File: src/rtl/tx_rs232_cfg_if.sv
// Core-side bundle of the configurable RS-232 transmitter.
// The core drives the master side. The transmitter uses the slave side.
interface tx_rs232_cfg_if #(
   parameter int DATA_W = 8
) ();
   logic              iSEND;
   logic [DATA_W-1:0] iDATA;
   logic              oREADY;
   logic              oDATA;
   logic              oBUSY;
   logic              oFINISH;
   logic              oOVERRUN;

   modport master (
      output iSEND, iDATA,
      input  oREADY, oDATA, oBUSY, oFINISH, oOVERRUN
   );

   modport slave (
      input  iSEND, iDATA,
      output oREADY, oDATA, oBUSY, oFINISH, oOVERRUN
   );
endinterface

File: src/rtl/tx_rs232_cfg.sv
// Configurable RS-232 transmitter with an input FIFO. Words are sent LSB first.
// The frame is start bit, data bits, optional parity bit, then 1 or 2 stop bits.
module tx_rs232_cfg #(
   parameter int CLK_DIV    = 434,
   parameter int DATA_W     = 8,
   parameter int PARITY     = 0,
   parameter int STOP_BITS  = 1,
   parameter int FIFO_DEPTH = 4
) (
   input  logic            clk_s,
   input  logic            rstn_s,
   tx_rs232_cfg_if.slave   bus
);

   localparam int BAUD_W = (CLK_DIV > 2) ? $clog2(CLK_DIV) : 1;
   localparam int PTR_W  = $clog2(FIFO_DEPTH);
   localparam int CNT_W  = PTR_W + 1;

   typedef enum logic [2:0] {
      S_IDLE,
      S_START,
      S_DATA,
      S_PAR,
      S_STOP
   } state_t;

   logic [DATA_W-1:0] mem_q [FIFO_DEPTH];
   logic [PTR_W-1:0]  wr_ptr_q;
   logic [PTR_W-1:0]  rd_ptr_q;
   logic [CNT_W-1:0]  count_q;
   logic [CNT_W-1:0]  count_d;
   logic              push;
   logic              pop;

   state_t            state_q;
   logic [BAUD_W-1:0] baud_q;
   logic [3:0]        bit_q;
   logic [DATA_W-1:0] shift_q;
   logic              parity_q;
   logic              frame_done_q;
   logic              baud_end;
   logic              line_d;

   logic              ready_q;
   logic              data_q;
   logic              busy_q;
   logic              finish_q;
   logic              overrun_q;

   // ready_q mirrors (count_q != FIFO_DEPTH), so a full FIFO never takes a push
   assign push     = bus.iSEND && ready_q;
   assign pop      = (state_q == S_IDLE) && (count_q != '0);
   assign baud_end = (baud_q == BAUD_W'(CLK_DIV - 1));

   always_comb begin
      count_d = count_q;
      if (push && !pop) begin
         count_d = count_q + 1'b1;
      end else if (!push && pop) begin
         count_d = count_q - 1'b1;
      end
   end

   always_ff @(posedge clk_s) begin
      if (push) begin
         mem_q[wr_ptr_q] <= bus.iDATA;
      end
   end

   always_ff @(posedge clk_s or negedge rstn_s) begin
      if (!rstn_s) begin
         wr_ptr_q  <= '0;
         rd_ptr_q  <= '0;
         count_q   <= '0;
         ready_q   <= 1'b1;
         overrun_q <= 1'b0;
      end else begin
         if (push) begin
            wr_ptr_q <= wr_ptr_q + 1'b1;
         end
         if (pop) begin
            rd_ptr_q <= rd_ptr_q + 1'b1;
         end
         count_q   <= count_d;
         ready_q   <= (count_d != CNT_W'(FIFO_DEPTH));
         overrun_q <= bus.iSEND && !ready_q;
      end
   end

   always_comb begin
      line_d = 1'b1;
      unique case (state_q)
         S_START: line_d = 1'b0;
         S_DATA:  line_d = shift_q[0];
         S_PAR:   line_d = parity_q;
         default: line_d = 1'b1;
      endcase
   end

   // The line, busy and finish outputs trail the state by one cycle.
   // This keeps oFINISH aligned with the end of the last stop bit on oDATA.
   always_ff @(posedge clk_s or negedge rstn_s) begin
      if (!rstn_s) begin
         state_q      <= S_IDLE;
         baud_q       <= '0;
         bit_q        <= '0;
         shift_q      <= '0;
         parity_q     <= 1'b0;
         frame_done_q <= 1'b0;
         data_q       <= 1'b1;
         busy_q       <= 1'b0;
         finish_q     <= 1'b0;
      end else begin
         data_q       <= line_d;
         busy_q       <= (state_q != S_IDLE) || (count_q != '0);
         finish_q     <= frame_done_q;
         frame_done_q <= 1'b0;
         unique case (state_q)
            S_IDLE: begin
               baud_q <= '0;
               bit_q  <= '0;
               if (pop) begin
                  shift_q  <= mem_q[rd_ptr_q];
                  parity_q <= (PARITY == 1) ? ~^mem_q[rd_ptr_q] : ^mem_q[rd_ptr_q];
                  state_q  <= S_START;
               end
            end
            S_START: begin
               if (baud_end) begin
                  baud_q  <= '0;
                  state_q <= S_DATA;
               end else begin
                  baud_q <= baud_q + 1'b1;
               end
            end
            S_DATA: begin
               if (baud_end) begin
                  baud_q  <= '0;
                  shift_q <= shift_q >> 1;
                  if (bit_q == 4'(DATA_W - 1)) begin
                     bit_q   <= '0;
                     state_q <= (PARITY != 0) ? S_PAR : S_STOP;
                  end else begin
                     bit_q <= bit_q + 1'b1;
                  end
               end else begin
                  baud_q <= baud_q + 1'b1;
               end
            end
            S_PAR: begin
               if (baud_end) begin
                  baud_q  <= '0;
                  state_q <= S_STOP;
               end else begin
                  baud_q <= baud_q + 1'b1;
               end
            end
            S_STOP: begin
               if (baud_end) begin
                  baud_q <= '0;
                  if (bit_q == 4'(STOP_BITS - 1)) begin
                     bit_q        <= '0;
                     state_q      <= S_IDLE;
                     frame_done_q <= 1'b1;
                  end else begin
                     bit_q <= bit_q + 1'b1;
                  end
               end else begin
                  baud_q <= baud_q + 1'b1;
               end
            end
            default: state_q <= S_IDLE;
         endcase
      end
   end

   assign bus.oREADY   = ready_q;
   assign bus.oDATA    = data_q;
   assign bus.oBUSY    = busy_q;
   assign bus.oFINISH  = finish_q;
   assign bus.oOVERRUN = overrun_q;

endmodule

File: src/flat_wrapper.sv
// flat-port wrapper written by rule: the top's interface ports become plain ports
module tx_rs232_cfg_flat 
#(
   parameter int CLK_DIV    = 434,
   parameter int DATA_W     = 8,
   parameter int PARITY     = 0,
   parameter int STOP_BITS  = 1,
   parameter int FIFO_DEPTH = 4
)
  (clk_s, rstn_s, bus_iSEND, bus_iDATA, bus_oREADY, bus_oDATA, bus_oBUSY, bus_oFINISH, bus_oOVERRUN);
  tx_rs232_cfg_if #(.DATA_W(DATA_W)) bus_i ();
  input  logic clk_s;
  input  logic rstn_s;
  input wire logic [$bits(bus_i.iSEND)-1:0] bus_iSEND;
  input wire logic [$bits(bus_i.iDATA)-1:0] bus_iDATA;
  output wire logic [$bits(bus_i.oREADY)-1:0] bus_oREADY;
  output wire logic [$bits(bus_i.oDATA)-1:0] bus_oDATA;
  output wire logic [$bits(bus_i.oBUSY)-1:0] bus_oBUSY;
  output wire logic [$bits(bus_i.oFINISH)-1:0] bus_oFINISH;
  output wire logic [$bits(bus_i.oOVERRUN)-1:0] bus_oOVERRUN;
  assign bus_i.iSEND = bus_iSEND;
  assign bus_i.iDATA = bus_iDATA;
  assign bus_oREADY = bus_i.oREADY;
  assign bus_oDATA = bus_i.oDATA;
  assign bus_oBUSY = bus_i.oBUSY;
  assign bus_oFINISH = bus_i.oFINISH;
  assign bus_oOVERRUN = bus_i.oOVERRUN;
  tx_rs232_cfg #(.CLK_DIV(CLK_DIV), .DATA_W(DATA_W), .PARITY(PARITY), .STOP_BITS(STOP_BITS), .FIFO_DEPTH(FIFO_DEPTH)) u_core (.clk_s(clk_s), .rstn_s(rstn_s), .bus(bus_i));
endmodule
File: config.mk
export PLATFORM = sky130hd
export DESIGN_NAME = tx_rs232_cfg_flat
export DESIGN_NICKNAME = d
export VERILOG_FILES = /design/src/rtl/tx_rs232_cfg_if.sv /design/src/rtl/tx_rs232_cfg.sv /design/src/flat_wrapper.sv
export SDC_FILE = /design/constraint.sdc
export NUM_CORES = 1
export LEC_CHECK = 0
export ABC_AREA = 1
export BUFFER_PORTS_ARGS = -buffer_cell sky130_fd_sc_hd__buf_2
export CORE_UTILIZATION = 58
export DETAILED_ROUTE_END_ITERATION = 8
export GPL_ROUTABILITY_DRIVEN = 0
export HOLD_SLACK_MARGIN = 0.15
export PLACE_DENSITY_LB_ADDON = 0.2
export SLEW_MARGIN = 20
export SYNTH_ARGS = -nofsm -noshare
export SYNTH_HDL_FRONTEND = slang
export SYNTH_SLANG_ARGS = --single-unit
File: constraint.sdc
create_clock -name clk_s -period 2 [get_ports clk_s]
set_clock_uncertainty 0.2 [all_clocks]
set_input_delay 0.1 -clock clk_s [delete_from_list [all_inputs] [get_ports clk_s]]
set_output_delay 0.1 -clock clk_s [all_outputs]
set_load 0.05 [all_outputs]
==> results of run 1 <==
==> timing repair <==
item                                    in CTS  in global routing
endpoints found under the setup margin       0                  3
gates resized for setup                      0                  4
hold buffers                                12                  0
setup buffers                                0                  3
hold endpoints to repair                    73                  0
==> power groups by stage <==
| stage | sequential, mW | combinational, mW | clock [mW] |
|---|---|---|---|
| floorplan | 1.80 | 0.462 | 0 |
| detailed placement | 1.80 | 0.680 | 0 |
| global route | 1.79 | 0.810 | 1.34 |
| global placement | 1.79 | 0.662 | 0 |
| CTS | 1.77 | 0.706 | 1.27 |
| finish | 1.77 | 0.704 | 1.28 |
==> area by class of cell <==
type | instances | area [um^2] | share of cell area
inverter | 49 | 184 | 0.0436
sequential | 70 | 1920 | 0.454
timing repair buffer | 43 | 340 | 0.0806
clock buffer | 9 | 124 | 0.0294
tap | 75 | 93.8 | 0.0222
multi-input combinational | 278 | 1470 | 0.347
clock inverter | 7 | 97.6 | 0.0231
==> worst max-delay path, cell delays in order (launching register included) <==
cell     delay (ps)
dfrtp_1         380
inv_1           120
ha_1            290
a21oi_4         100
inv_2           120
nand2_1          80
nand2_1         100
xor2_1          160
inv_1            70
nor2_1           80
nand2_1          50
==> logic make-up after synthesis <==
family | synth area share
and+or+nand+nor | 0.252
DFF | 0.526
adders and majority gates | 0.0378
buffers and inverters | 0.0719
AOI/OAI and AO/OA | 0.0884
xor gates and xnor gates | 0.0241
==> flip-flops by register name (all words and copies together), names as in the netlist <==
register             cells
u_core.mem_q            32
u_core.baud_q            9
u_core.shift_q           8
u_core.bit_q             4
u_core.count_q           3
u_core.state_q           3
u_core.rd_ptr_q          2
u_core.wr_ptr_q          2
u_core.bus.oBUSY         1
u_core.bus.oDATA         1
u_core.bus.oFINISH       1
u_core.bus.oOVERRUN      1
u_core.bus.oREADY        1
u_core.frame_done_q      1
u_core.parity_q          1
==> cells in the final DEF, fill, tap and decap left out, drive strengths merged, types with 2 or more instances in the layout <==
master / n
dlygate4sd3: 12
dfstp: 2
xnor2: 2
clkinvlp: 2
o22ai: 3
buf: 31
a21oi: 3
inv: 50
bufinv: 2
edfxtp: 32
dfrtp: 36
ha: 11
a22oi: 2
clkinv: 2
nand4: 2
nor2: 20
nand3: 31
o211ai: 7
nand2: 156
nor3: 5
xor2: 8
clkbuf: 9
o21ai: 26
==> through the flow <==
| stage | TNS [ps] | worst slack, ps |
|---|---|---|
| final | 0 | 171 |
| after floorplan | 0 | 124 |
| after detailed placement | 0 | 105 |
| after CTS | 0 | 84.0 |
| after global placement | 0 | 165 |
| after global routing | -15.5 | -15.5 |
==> worst paths after layout <==
check	from	to	cells past startpoint
max in group asynchronous	rstn_s	u_core.baud_q[8]	3
worst min register to register	u_core.frame_done_q	u_core.bus.oFINISH	0
worst max-delay path	u_core.count_q[0]	u_core.bus.oREADY	10
worst max register to register	u_core.count_q[0]	u_core.bus.oREADY	10
min in group asynchronous	rstn_s	u_core.state_q[2]	4
worst min-delay path	u_core.frame_done_q	u_core.bus.oFINISH	0
==> layer usage <==
layer / track usage / up-vias / routed length (um)
met5: 0 / - / 0
met4: 0.107 / 0 / 119
met3: 0.0483 / 11 / 266
met2: 0.417 / 56 / 3430
met1: 0.305 / 1280 / 3290
li1: - / 1409 / -
==> reports/qor.yml, run 1 <==
r2r_slack_ps: 170
drc: 0
clockRootBuffer: "clkbuf_8"
cts_tree: "done"
period_minus_slack_ps: 1830
worst_pin_slew_ps: 776
syn_nets: 428
synth-async-reset-ratio: 0.543
critPathMaxFanout: 4
die-height_um: 81.2
via_count: 2756
switchingPower_mw: 1.10
start_util: 0.607
antenna_found_initial: 0
cts.path.max_buffers: 2
start_kind: "register"
die_x_um: 81.2
p_int_mw: 2.65
drtAntennaViolNets: 0
drt-total-wl_um: 7100
synth.avg_cell_area_um2: 8.96
grt_use_total: 0.246
combPwrFrac: 0.188
synth_edf_count: 32
path_class: "register to register"
synth_top_area_share: 0.264
cp_data_arrival_time_ps: 1910
routedWlPerCell_um: 13.4
diodes: 0
synth_seq_cells: 70
power.total_mw: 3.75
dpl.cell_count: 500
synthesis.area_um2: 3640
yosysSeqAreaShare: 0.526
detail_route.iter0.violations: 100
drive_above_1_share: 0.164
maxCapViolations: 0
vias_per_cell: 5.19
synth_most_common_cell: "nand2_1"
worstPathRequired_ps: 2080
netSwitchingFraction: 0.294
clkPwrFrac: 0.340
grt-ovfl-total: 0
synthTopCellsByArea: "edfxtp_1 26%, dfrtp_1 25%, nand2_1 16%"
synth.largest_area_cell: "edfxtp_1"
fin_crit_sh: 0.915
p_leak_nw: 2.01
hold_violations: 0
clk_latency_ps: 350
syn_inst: 406
synth_common_cells: "153 x nand2_1, 43 x inv_1, 36 x dfrtp_1"
dieArea_um2: 6590
final_area_um2: 4220
numCtsBuffers: 9
htreeDepth: 3
cp-end-kind: "register"
hpwl_um: 4750
setup-violations-final: 0
ys_types: 35
post-route-util: 0.704
final_net_count: 473
pin_count: 16
grt_pass1_wl_um: 12000
synthToLayoutAreaGrowth_pct: 16.0
fmax_mhz: 547
hold_path.class: "register to register"
final_cells: 531
rows: 28
clock_sinks: 70
firstDrtPassIters: 5
grt_max_degree: 22
fillCellCount: 445
clkTransAtPathRegs_ps: 80
whs_ps: 158
ir_drop_mv: 0.824
coreArea_um2: 5990
relSlewSlack: 0.481
status: "complete, no violations"
p_per_area_nw_per_um2: 888
yosysWarnings: 0
placed_area_um2: 3850
numPortBuffers: 15
report.final.slew_viol_count: 0
ys.flop_type: "dfrtp_1"
seqPwrFrac: 0.472
grt_pass1_vias: 2681
No activity file was read; power rests on OpenSTA's default activity.
==> run 2, diff against run 1 <==
--- a/config.mk
+++ b/config.mk
@@ -7,6 +7,7 @@
 export LEC_CHECK = 0
 export ABC_AREA = 1
 export BUFFER_PORTS_ARGS = -buffer_cell sky130_fd_sc_hd__buf_2
+export CORE_ASPECT_RATIO = 1.2
 export CORE_UTILIZATION = 58
 export DETAILED_ROUTE_END_ITERATION = 8
 export GPL_ROUTABILITY_DRIVEN = 0
==> reports/qor.yml, run 2 (synthesis results as in run 1) <==
status: "complete, no violations"
synthToLayoutAreaGrowth_pct: 14.0
coreArea_um2: 6050  # +1.0%
period_minus_slack_ps: 1890  # +63.6 ps
crit_slowest_cell: "dfrtp_1"
dieArea_um2: 6590  # about the same
numCtsBuffers: 9  # unchanged
routedWlPerCell_um: 12.7  # -4.7%
drtAntennaViolNets: 0  # unchanged
start_kind: "register"
antenna_found_initial: 0  # unchanged
cpPeakStageDelay_ps: 420  # +40 ps
via_count: 2704  # -1.9%
cp_data_arrival_time_ps: 1960  # +50 ps
reg_top3: "u_core.mem_q (32), u_core.baud_q (9), u_core.shift_q (8)"
diodes: 0  # unchanged
clk_latency_ps: 340  # about the same
fillCellCount: 518  # +16%
grt_max_degree: 39  # +77%
pin_count: 16  # unchanged
grt_use_total: 0.230  # -0.0162
critPathMaxFanout: 16  # +12
drive_above_1_share: 0.161  # -0.00368
vias_per_cell: 5.04  # -2.8%
cts.path.max_buffers: 2  # unchanged
fmax_mhz: 528  # -3.4%
report.final.slew_viol_count: 0  # unchanged
grt-ovfl-total: 0  # unchanged
p_leak_nw: 1.99  # -1.2%
cp-end-kind: "register"
post-route-util: 0.686  # -0.0188
maxCapViolations: 0  # unchanged
detail_route.iter0.violations: 149  # +49%
grt_setup_unrepaired: "false"
numPortBuffers: 15  # unchanged
final_net_count: 471  # -0.42%
die_x_um: 74.3  # -8.5%
layout_commonest_cell: "nand2_1"
rows: 31  # +11%
crit_chain: "inv_2 -> ha_1 -> nand4_1 -> nor2_4 -> buf_4 -> o21ai_4 -> a21oi_4 -> buf_12 -> o211ai_1 -> o21ai_1"
hold_path.class: "input port to asynchronous set/reset pin"
die-height_um: 88.8  # +9.3%
worstPathRequired_ps: 2070  # about the same
drt-total-wl_um: 6830  # -3.8%
setup-tns-final_ps: 0  # unchanged
path_class: "register to register"
largest_reg_flops: 32  # unchanged
clock_sinks: 70  # unchanged
met1Wirelength_um: 3130  # -4.9%
wl_met2_um: 3440  # +0.44%
setup-violations-final: 0  # unchanged
final_cell_mix: "153 x nand2_1, 41 x inv_1, 36 x dfrtp_1"
clkTransAtPathRegs_ps: 70  # about the same
relSlewSlack: 0.673  # +0.192
cts_tree: "done"
drc: 0  # unchanged
fin_crit_sh: 0.946  # +0.0318
regMostFlops: "u_core.mem_q"
htreeDepth: 3  # unchanged
top_layer_used: "met4"
hold_violations: 0  # unchanged
ir_drop_mv: 0.743  # -9.9%
hpwl_um: 4670  # -1.6%
start_util: 0.601  # -0.00603
firstDrtPassIters: 4  # -1
worst_pin_slew_ps: 491  # -285 ps
grt_pass1_vias: 2549  # -4.9%
met3_length_um: 133  # -50%
grt_pass1_wl_um: 11200  # -6.6%
p_per_area_nw_per_um2: 834  # -6.2%
clockRootBuffer: "clkbuf_8"
r2r_slack_ps: 110  # -60 ps
## run 2: cell count changes in the layout (fill, tap and decap cells not counted), moves of 2 or more
cell,delta
bufinv_16,-2
clkbuf_8,+2
clkinv_2,+2
dlygate4sd3_1,-2
## run 2: per-stage QoR
step | std cells | total power, mW | worst slack (ps) | hold WS, ps | area [um^2]
finish | 536 | 3.46 | 107 | 138 | 4150
detailed placement | 506 | 2.47 | 122 | -10.7 | 3840
CTS | 532 | 3.50 | 78.0 | 155 | 4120
global route | 536 | 3.66 | 9.06 | 182 | 4150
floorplan | 406 | 2.27 | 124 | -396 | 3640
global placement | 506 | 2.44 | 171 | -18.0 | 3840
## run 2: repair_timing
action                                 in CTS  in global routing
buffers inserted                            0                  4
setup endpoints to repair                   0                  4
hold buffers                               10                  0
gates resized for setup                     0                  2
endpoints found under the hold margin      73                  0
## run 2: routing by layer
metal,vias to the layer above,track usage
met5,-,0
met4,0,0.113
met3,11,0.0399
met2,34,0.393
met1,1266,0.281
li1,1393,-
## run 2: worst max-delay path: cells and delay by family, from the launching register on
| kind | cells | cell delay [ps] |
|---|---|---|
| flops | 1 | 420 |
| compound gates | 4 | 370 |
| buf+inv | 3 | 360 |
| simple gates | 2 | 310 |
| fa+ha+maj | 1 | 140 |
## run 2: report_power, final
part           switching [mW]  internal [mW]  leakage, nW
sequential             0.0652           1.70        0.760
combinational           0.447          0.234         1.14
clock                   0.499          0.511       0.0921
total                    1.01           2.45         1.99
## run 2: final timing paths
check	startpoint	to	cells after the start
worst max register to register	u_core.baud_q[1]	u_core.shift_q[2]	10
max in group asynchronous	rstn_s	u_core.bus.oREADY	3
worst min register to register	u_core.frame_done_q	u_core.bus.oFINISH	0
min in group clk_s	u_core.frame_done_q	u_core.bus.oFINISH	0
worst max-delay path	u_core.baud_q[1]	u_core.shift_q[2]	10
worst min-delay path	rstn_s	u_core.parity_q	3
## run 2: layout make-up
cell class	count	area, um^2	share of cell area
Tap cell	82	103	0.0247
Clock inverter	4	22.5	0.00543
Inverter	49	184	0.0443
Clock buffer	12	155	0.0374
Multi-Input combinational cell	278	1460	0.353
Timing Repair Buffer	41	308	0.0742
Sequential cell	70	1910	0.461
